===== config.mk =====
export PLATFORM = sky130hd
export DESIGN_NAME = grey6_rx_monitor
export DESIGN_NICKNAME = d
export VERILOG_FILES = /design/src/rtl/grey6_rx_monitor.sv
export SDC_FILE = /design/constraint.sdc
export NUM_CORES = 1
export LEC_CHECK = 0
export ABC_AREA = 1
export BUFFER_PORTS_ARGS = -buffer_cell sky130_fd_sc_hd__buf_2
export CAP_MARGIN = 20
export CORE_AREA = 2 2 99 101
export DETAILED_ROUTE_END_ITERATION = 8
export DIE_AREA = 0 0 101 103
export PLACE_DENSITY = 0.46
export SETUP_SLACK_MARGIN = 0.3
export SKIP_LAST_GASP = 1
export SYNTH_ARGS = -nofsm -noshare
export SYNTH_HDL_FRONTEND = slang
export SYNTH_SLANG_ARGS = --single-unit

===== constraint.sdc =====
create_clock -name clk -period 4.5 [get_ports clk]
set_input_delay 0.225 -clock clk [delete_from_list [all_inputs] [get_ports clk]]
set_output_delay 0.225 -clock clk [all_outputs]
set_load 0.005 [all_outputs]

===== src/rtl/grey6_rx_monitor.sv =====
// grey6_rx_monitor: syncs grey_in to clk, decodes to bin, flags step/skip, lock FSM (locked) and saturating err_cnt with clr_err
module grey6_rx_monitor #(
    parameter int SYNC_STAGES = 2,
    parameter int LOCK_STEPS  = 4,
    parameter int ERR_W       = 8
) (
    input  logic             clk,
    input  logic             rst,
    input  logic [5:0]       grey_in,
    input  logic             clr_err,
    output logic [5:0]       bin,
    output logic             step,
    output logic             skip,
    output logic             locked,
    output logic [ERR_W-1:0] err_cnt
);
    typedef enum logic [1:0] {FILL, ACQ, TRACK} state_t;
    localparam logic [1:0] FILL_LAST = 2'(SYNC_STAGES);
    localparam logic [3:0] LOCK_N    = 4'(LOCK_STEPS);
    state_t                         state;
    logic [SYNC_STAGES-1:0][5:0]    sync;
    logic [5:0]                     s, p, d, bs, bp;
    logic [1:0]                     fc;
    logic [3:0]                     sc;
    logic                           is_step, is_skip;
    function automatic logic [5:0] g2b(input logic [5:0] g);
        logic [5:0] b;
        b[5] = g[5];
        for (int i = 4; i >= 0; i--) b[i] = b[i+1] ^ g[i];
        return b;
    endfunction
    always_comb begin
        s       = sync[SYNC_STAGES-1];
        d       = s ^ p;
        bs      = g2b(s);
        bp      = g2b(p);
        is_step = (d != 6'd0) && ((d & (d - 6'd1)) == 6'd0) && (bs == bp + 6'd1);
        is_skip = (d != 6'd0) && !is_step;
    end
    always_ff @(posedge clk or posedge rst) begin
        if (rst) begin
            sync    <= '0;
            p       <= '0;
            bin     <= '0;
            step    <= 1'b0;
            skip    <= 1'b0;
            locked  <= 1'b0;
            err_cnt <= '0;
            state   <= FILL;
            fc      <= '0;
            sc      <= '0;
        end else begin
            sync <= {sync[SYNC_STAGES-2:0], grey_in};
            p    <= s;
            bin  <= bs;
            step <= (state != FILL) && is_step;
            skip <= (state != FILL) && is_skip;
            if (state == FILL) begin
                fc <= fc + 2'd1;
                if (fc == FILL_LAST) state <= ACQ;
            end else begin
                if (is_skip) begin
                    state  <= ACQ;
                    locked <= 1'b0;
                    sc     <= '0;
                end else if (is_step && state == ACQ) begin
                    if (sc + 4'd1 == LOCK_N) begin
                        state  <= TRACK;
                        locked <= 1'b1;
                        sc     <= '0;
                    end else begin
                        sc <= sc + 4'd1;
                    end
                end
                err_cnt <= clr_err ? ERR_W'(is_skip) :
                           (is_skip && !(&err_cnt)) ? err_cnt + 1'b1 : err_cnt;
            end
        end
    end
endmodule

; Word level (Yosys, flattened, before mapping)
; Cells that the tools add are included.
[word_totals]
regBits = 43
latch_bits = 0
ramBits = 0
rom_bits = 0
inputBits = 9
output_inout_bits = 17
wordCells = 70
n_memories = 0
[classes]
n_addsub = 5
mul = 0
div_mod_pow = 0
n_lt_le_gt_ge = 0
eq_ne = 5
shifts = 0
muxes = 13
n_bitwise = 13
n_reduce_logical = 23
[ops]
columns = cell, n
row1 = $mux 8, 2
row2 = $mux 4, 3
row3 = $mux 2, 5
row4 = $xor 1x1->1, 10
row5 = $add 8x1->8 const B, 1
row6 = $reduce_and 8->1, 1
row7 = $reduce_bool 2->1, 4
row8 = $logic_and 1x1->1, 7
row9 = $add 6x1->6 const B, 1
row10 = $and 6x6->6, 1
row11 = $eq 6x6->1, 1
row12 = $logic_not 6->1, 1
row13 = $reduce_and 3->1, 2
row14 = $reduce_bool 3->1, 2
row15 = $reduce_bool 6->1, 1
row16 = $sub 6x1->6 const B, 1
row17 = $xor 6x6->6, 1
row18 = $add 4x1->4 const B, 1
row19 = $eq 4x3->1 const B, 1
row20 = $reduce_and 2->1, 2
row21 = $mux 1, 3
row22 = $add 2x1->2 const B, 1
row23 = $eq 2x1->1 const B, 1
row24 = $eq 2x2->1 const B, 1
row25 = other kinds (4), 5

; Longest topological paths before layout
[logic_depth]
word_depth = 13
depth_mapped = 26

; Least setup slack after synthesis
; No wires, ideal clock.
[synth_path]
kind = flip-flop to flip-flop
from = reg, netlist name bin[5]
to = reg err_cnt[0]
setup_ns = 0.118
arrival_time_ns = 3.020
setup_slack_ns = 1.361
stages_incl_launch_ff = 26
path_buffers = 0
synth_period_minus_slack_ns = 3.139
path_cell_list = dfrtp_1 inv_1 nand2_1 nand2_1 ha_1 inv_1 ha_1 inv_1 ha_1 inv_1 ha_1 inv_1 nand2_1 xor2_1 nand2b_1 nand2_1 nor2_1 nand3_1 nor2_2 nand2_4 nand2_4 nor2_8 nand2_8 nand2_8 nand2_2 nand2_1
[synth_rtl]
columns = element, line_no
row1 = "end signal, assigned", 75  ; err_cnt <= clr_err ? ERR_W'(is_skip) :
row2 = "end, declared", 15  ; output logic [ERR_W-1:0] err_cnt

==> PnR_summary.wiki <==
{| class="wikitable"
! Metric !! Value
|-
| Die Y-Extent || 103 um
|-
| CTS Buf Count || 5
|-
| Router iterations before antenna repair || 4
|-
| Slew headroom || 51.4%
|-
| Post-synthesis average cell area || 8.33 um2
|-
| CTS tree || yes
|-
| Number of standard-cell rows in the floorplan || 36
|-
| Max Cap Violations || 0
|-
| Final Hold Slack || 0.0397 ns
|-
| Critical path capture point type || flip-flop
|-
| Vias || 1732
|-
| Sequential cell area || 1050 um2
|-
| Status || finished clean
|-
| Fillcell total || 1026
|-
| Area of combinational cells with multiple inputs || 1090 um2
|-
| WHS Path Cells || 1
|-
| Actual transition at the worst max-transition pin || 0.726 ns
|-
| CTS hold repair buffers || 0
|-
| Setup bufs post-CTS || 0
|-
| Final worst path period share || 77.1%
|-
| DP HPWL || 3.24 mm
|-
| Clock input transition at the sequential cells of the worst setup and hold paths || 0.08 ns
|-
| Layout Nets || 322
|-
| Starting density of the core || 24.1%
|-
| Clock latency on the worst-skew pair || 0.29 ns
|-
| Post-Syn Nets || 291
|-
| Core footprint || 9460 um2
|-
| Number of warnings printed during yosys synthesis || 0
|-
| Min cycle time layout || 3.47 ns
|-
| VDD IR-drop max || 0.136 mV
|-
| 1st-iter DRT viols || 79
|-
| Fraction of layout cells with a size suffix above 1 || 24.8%
|-
| Classification of the worst-slack hold path || input pin to flip-flop
|-
| Mean routed wirelength per cell || 10.4 um
|-
| Gr ovfl total || 0
|-
| Routability cong. || 0.855
|-
| Number of instances in the synthesized netlist || 274
|-
| Final non-filler cell total || 420
|-
| Number of global-route vias before repair || 1628
|-
| Portion of the post-synthesis area used by sequential elements || 46.1%
|-
| #FFs+latches synth || 42
|-
| Detail Route Antenna Nets || 0
|-
| Highest Clock Rate || 0.288 GHz
|-
| Clock tree buffer depth || 2
|-
| # setup viols final || 0
|-
| WP data arrival || 3.65 ns
|-
| Count of different cell masters after synthesis || 27
|-
| Die ar. || 10400 um2
|-
| Pin count of the biggest net entering global routing || 43
|-
| Final count of pins violating max slew || 0
|-
| Horizontal die dimension || 101 um
|-
| Path type of the worst setup path || flip-flop to flip-flop
|-
| PostCTS Resize Cnt || 0
|-
| Syn-to-layout area delta || 15.7%
|-
| Power Density || 372 nW/um2
|-
| Post-synth design cell area || 2280 um2
|-
| Worst Setup Start Kind || flip-flop
|-
| Antenna diode count || 0
|-
| Global-route total usage across every layer || 9.17%
|-
| Total clock sinks || 42
|-
| CP max FO || 5
|-
| Post-Place Cells || 412
|-
| Clk root buf || clkbuf_8
|-
| Overall Power || 983 uW
|-
| RSZ-0062 raised after global routing || false
|-
| Count of boundary I/O pins || 26
|-
| Critical path required time || 4.68 ns
|-
| Number of antenna violations at the first check in global routing || 0
|-
| Worst R2R Path Depth || 25
|-
| Count of port buffers added during placement || 25
|-
| Worst clock skew on the final layout || 0.00540 ns
|-
| Sum of negative setup slack || 0 ns
|-
| Max H-tree Level || 2
|-
| First-pass GRT wire length || 7.57 mm
|-
| Final hold violation count || 0
|-
| Count of unresolved DRC violations after routing || 0
|-
| Avg Vias per Cell || 4.12
|-
| P_leak || 1.42 nW
|-
| Total wire length after detailed routing || 4.37 mm
|}
==> critical path: stages (launching register included) <==
cell and delay, ns:
dfrtp_1 0.41, inv_1 0.08, nand2_1 0.08, nand2_1 0.06
ha_1 0.26, inv_1 0.05, ha_1 0.30, inv_1 0.05
ha_1 0.26, inv_1 0.04, ha_1 0.29, inv_1 0.10
nand2_1 0.07, xor2_1 0.15, nand2b_1 0.12, nand2_1 0.06
nor2_1 0.12, nand3_1 0.10, nor2_2 0.15, nand2_4 0.09
nand2_4 0.11, nand2_1 0.08, nand2_1 0.14, nand2_1 0.08
nand2_1 0.06, nand2_1 0.05
==> cell type report <==
type | instances | area share, %
multi-input cells | 195 | 41.2
clock buffers | 6 | 3.13
well taps | 114 | 5.40
inverters | 35 | 4.97
clock inverters | 2 | 0.474
flip-flops and latches | 42 | 39.8
repair buffers | 26 | 5.02
==> cells by family (layout without fill, tap and decap cells) <==
logic type      Yosys count  after routing  share of synthesized area, %
flops                    42             42                          46.1
simple gates            169            169                          38.0
xor+xnor                  7              7                          2.69
compound gates           11             11                          2.58
buf+inv                  37             69                          6.25
fa+ha+maj                 8              8                          4.39
==> Yosys cell counts, drive strengths merged <==
master	instances	share of area (%)
a21oi	4	0.88
a31oi	1	0.27
and3	2	0.55
buf	1	0.33
clkbuf	1	0.16
dfrtp	42	46
ha	8	4.4
inv	35	5.8
nand2	112	23
nand2b	1	0.27
nand3	31	8.4
nand4	3	0.82
nor2	15	3.4
nor3	2	0.44
nor3b	3	0.99
o21a	1	0.33
o21ai	5	1.1
xnor2	2	0.77
xor2	5	1.9
==> state kept, by name (all words and copies together) (netlist names) <==
register and cells:
p 5, fc 2, locked 1, sc 4, state 2, step 1, bin 6, skip 1
err_cnt 8, s 6, sync 6
==> stage by stage <==
step	cell area [um2]	utilization (%)	setup WS, ns
finish	2640	27.9	1.03
global placement	2550	26.9	1.06
global route	2640	27.9	0.685
floorplan	2280	-	1.36
CTS	2640	27.9	0.999
detailed placement	2550	26.9	1.01
==> per-layer routing <==
metal,wire length [um],vias up,track usage (%)
met1,2220,774,13.0
li1,-,919,-
met3,254,2,2.51
met2,1870,37,13.9
met4,26,0,2.18
met5,0,-,0
==> power breakdown <==
group / leakage, nW / switching [mW] / internal [mW]
combinational: 0.855 / 0.162 / 0.0990
clock: 0.0472 / 0.132 / 0.123
sequential: 0.516 / 0.0398 / 0.426
total: 1.42 / 0.334 / 0.649
==> path summary, 6_finish.rpt <==
check / start / endpoint / slack (ns)
worst min-delay path: grey_in[5] / sync[5] / 0.04
max in group asynchronous: rst / p[0] / 4.08
min in group asynchronous: rst / sync[2] / 0.05
worst max register to register: bin[5] / state[1] / 1.03
worst min register to register: sync[1] / s[1] / 0.35
worst max-delay path: bin[5] / state[1] / 1.03
==> cell usage in the layout (no fill, tap or decap) <==
| cell | synthesis | final |
|---|---|---|
| xnor2_1 | 2 | 2 |
| nand2b_1 | 1 | 1 |
| nor2_8 | 1 | 1 |
| o21ai_0 | 5 | 5 |
| o21a_1 | 1 | 1 |
| buf_4 | 1 | 1 |
| dfrtp_1 | 42 | 42 |
| nand2_2 | 15 | 15 |
| clkbuf_8 | 0 | 6 |
| xor2_1 | 5 | 5 |
| inv_2 | 11 | 11 |
| a21oi_1 | 4 | 4 |
| nor3_1 | 2 | 2 |
| clkinv_1 | 0 | 1 |
| ha_1 | 8 | 8 |
| a31oi_1 | 1 | 1 |
| nand3_4 | 1 | 1 |
| nor2_1 | 12 | 12 |
| inv_1 | 24 | 23 |
| nor2_2 | 2 | 2 |
| nand2_4 | 5 | 5 |
| nand3_2 | 5 | 5 |
| nand4_1 | 3 | 3 |
| clkinv_2 | 0 | 1 |
| nand2_1 | 90 | 90 |
| and3_1 | 2 | 2 |
| buf_2 | 0 | 25 |
| nor3b_1 | 3 | 3 |
| clkinvlp_4 | 0 | 1 |
| nand3_1 | 25 | 25 |
| nand2_8 | 2 | 2 |
(Power assumes the default switching activity.)
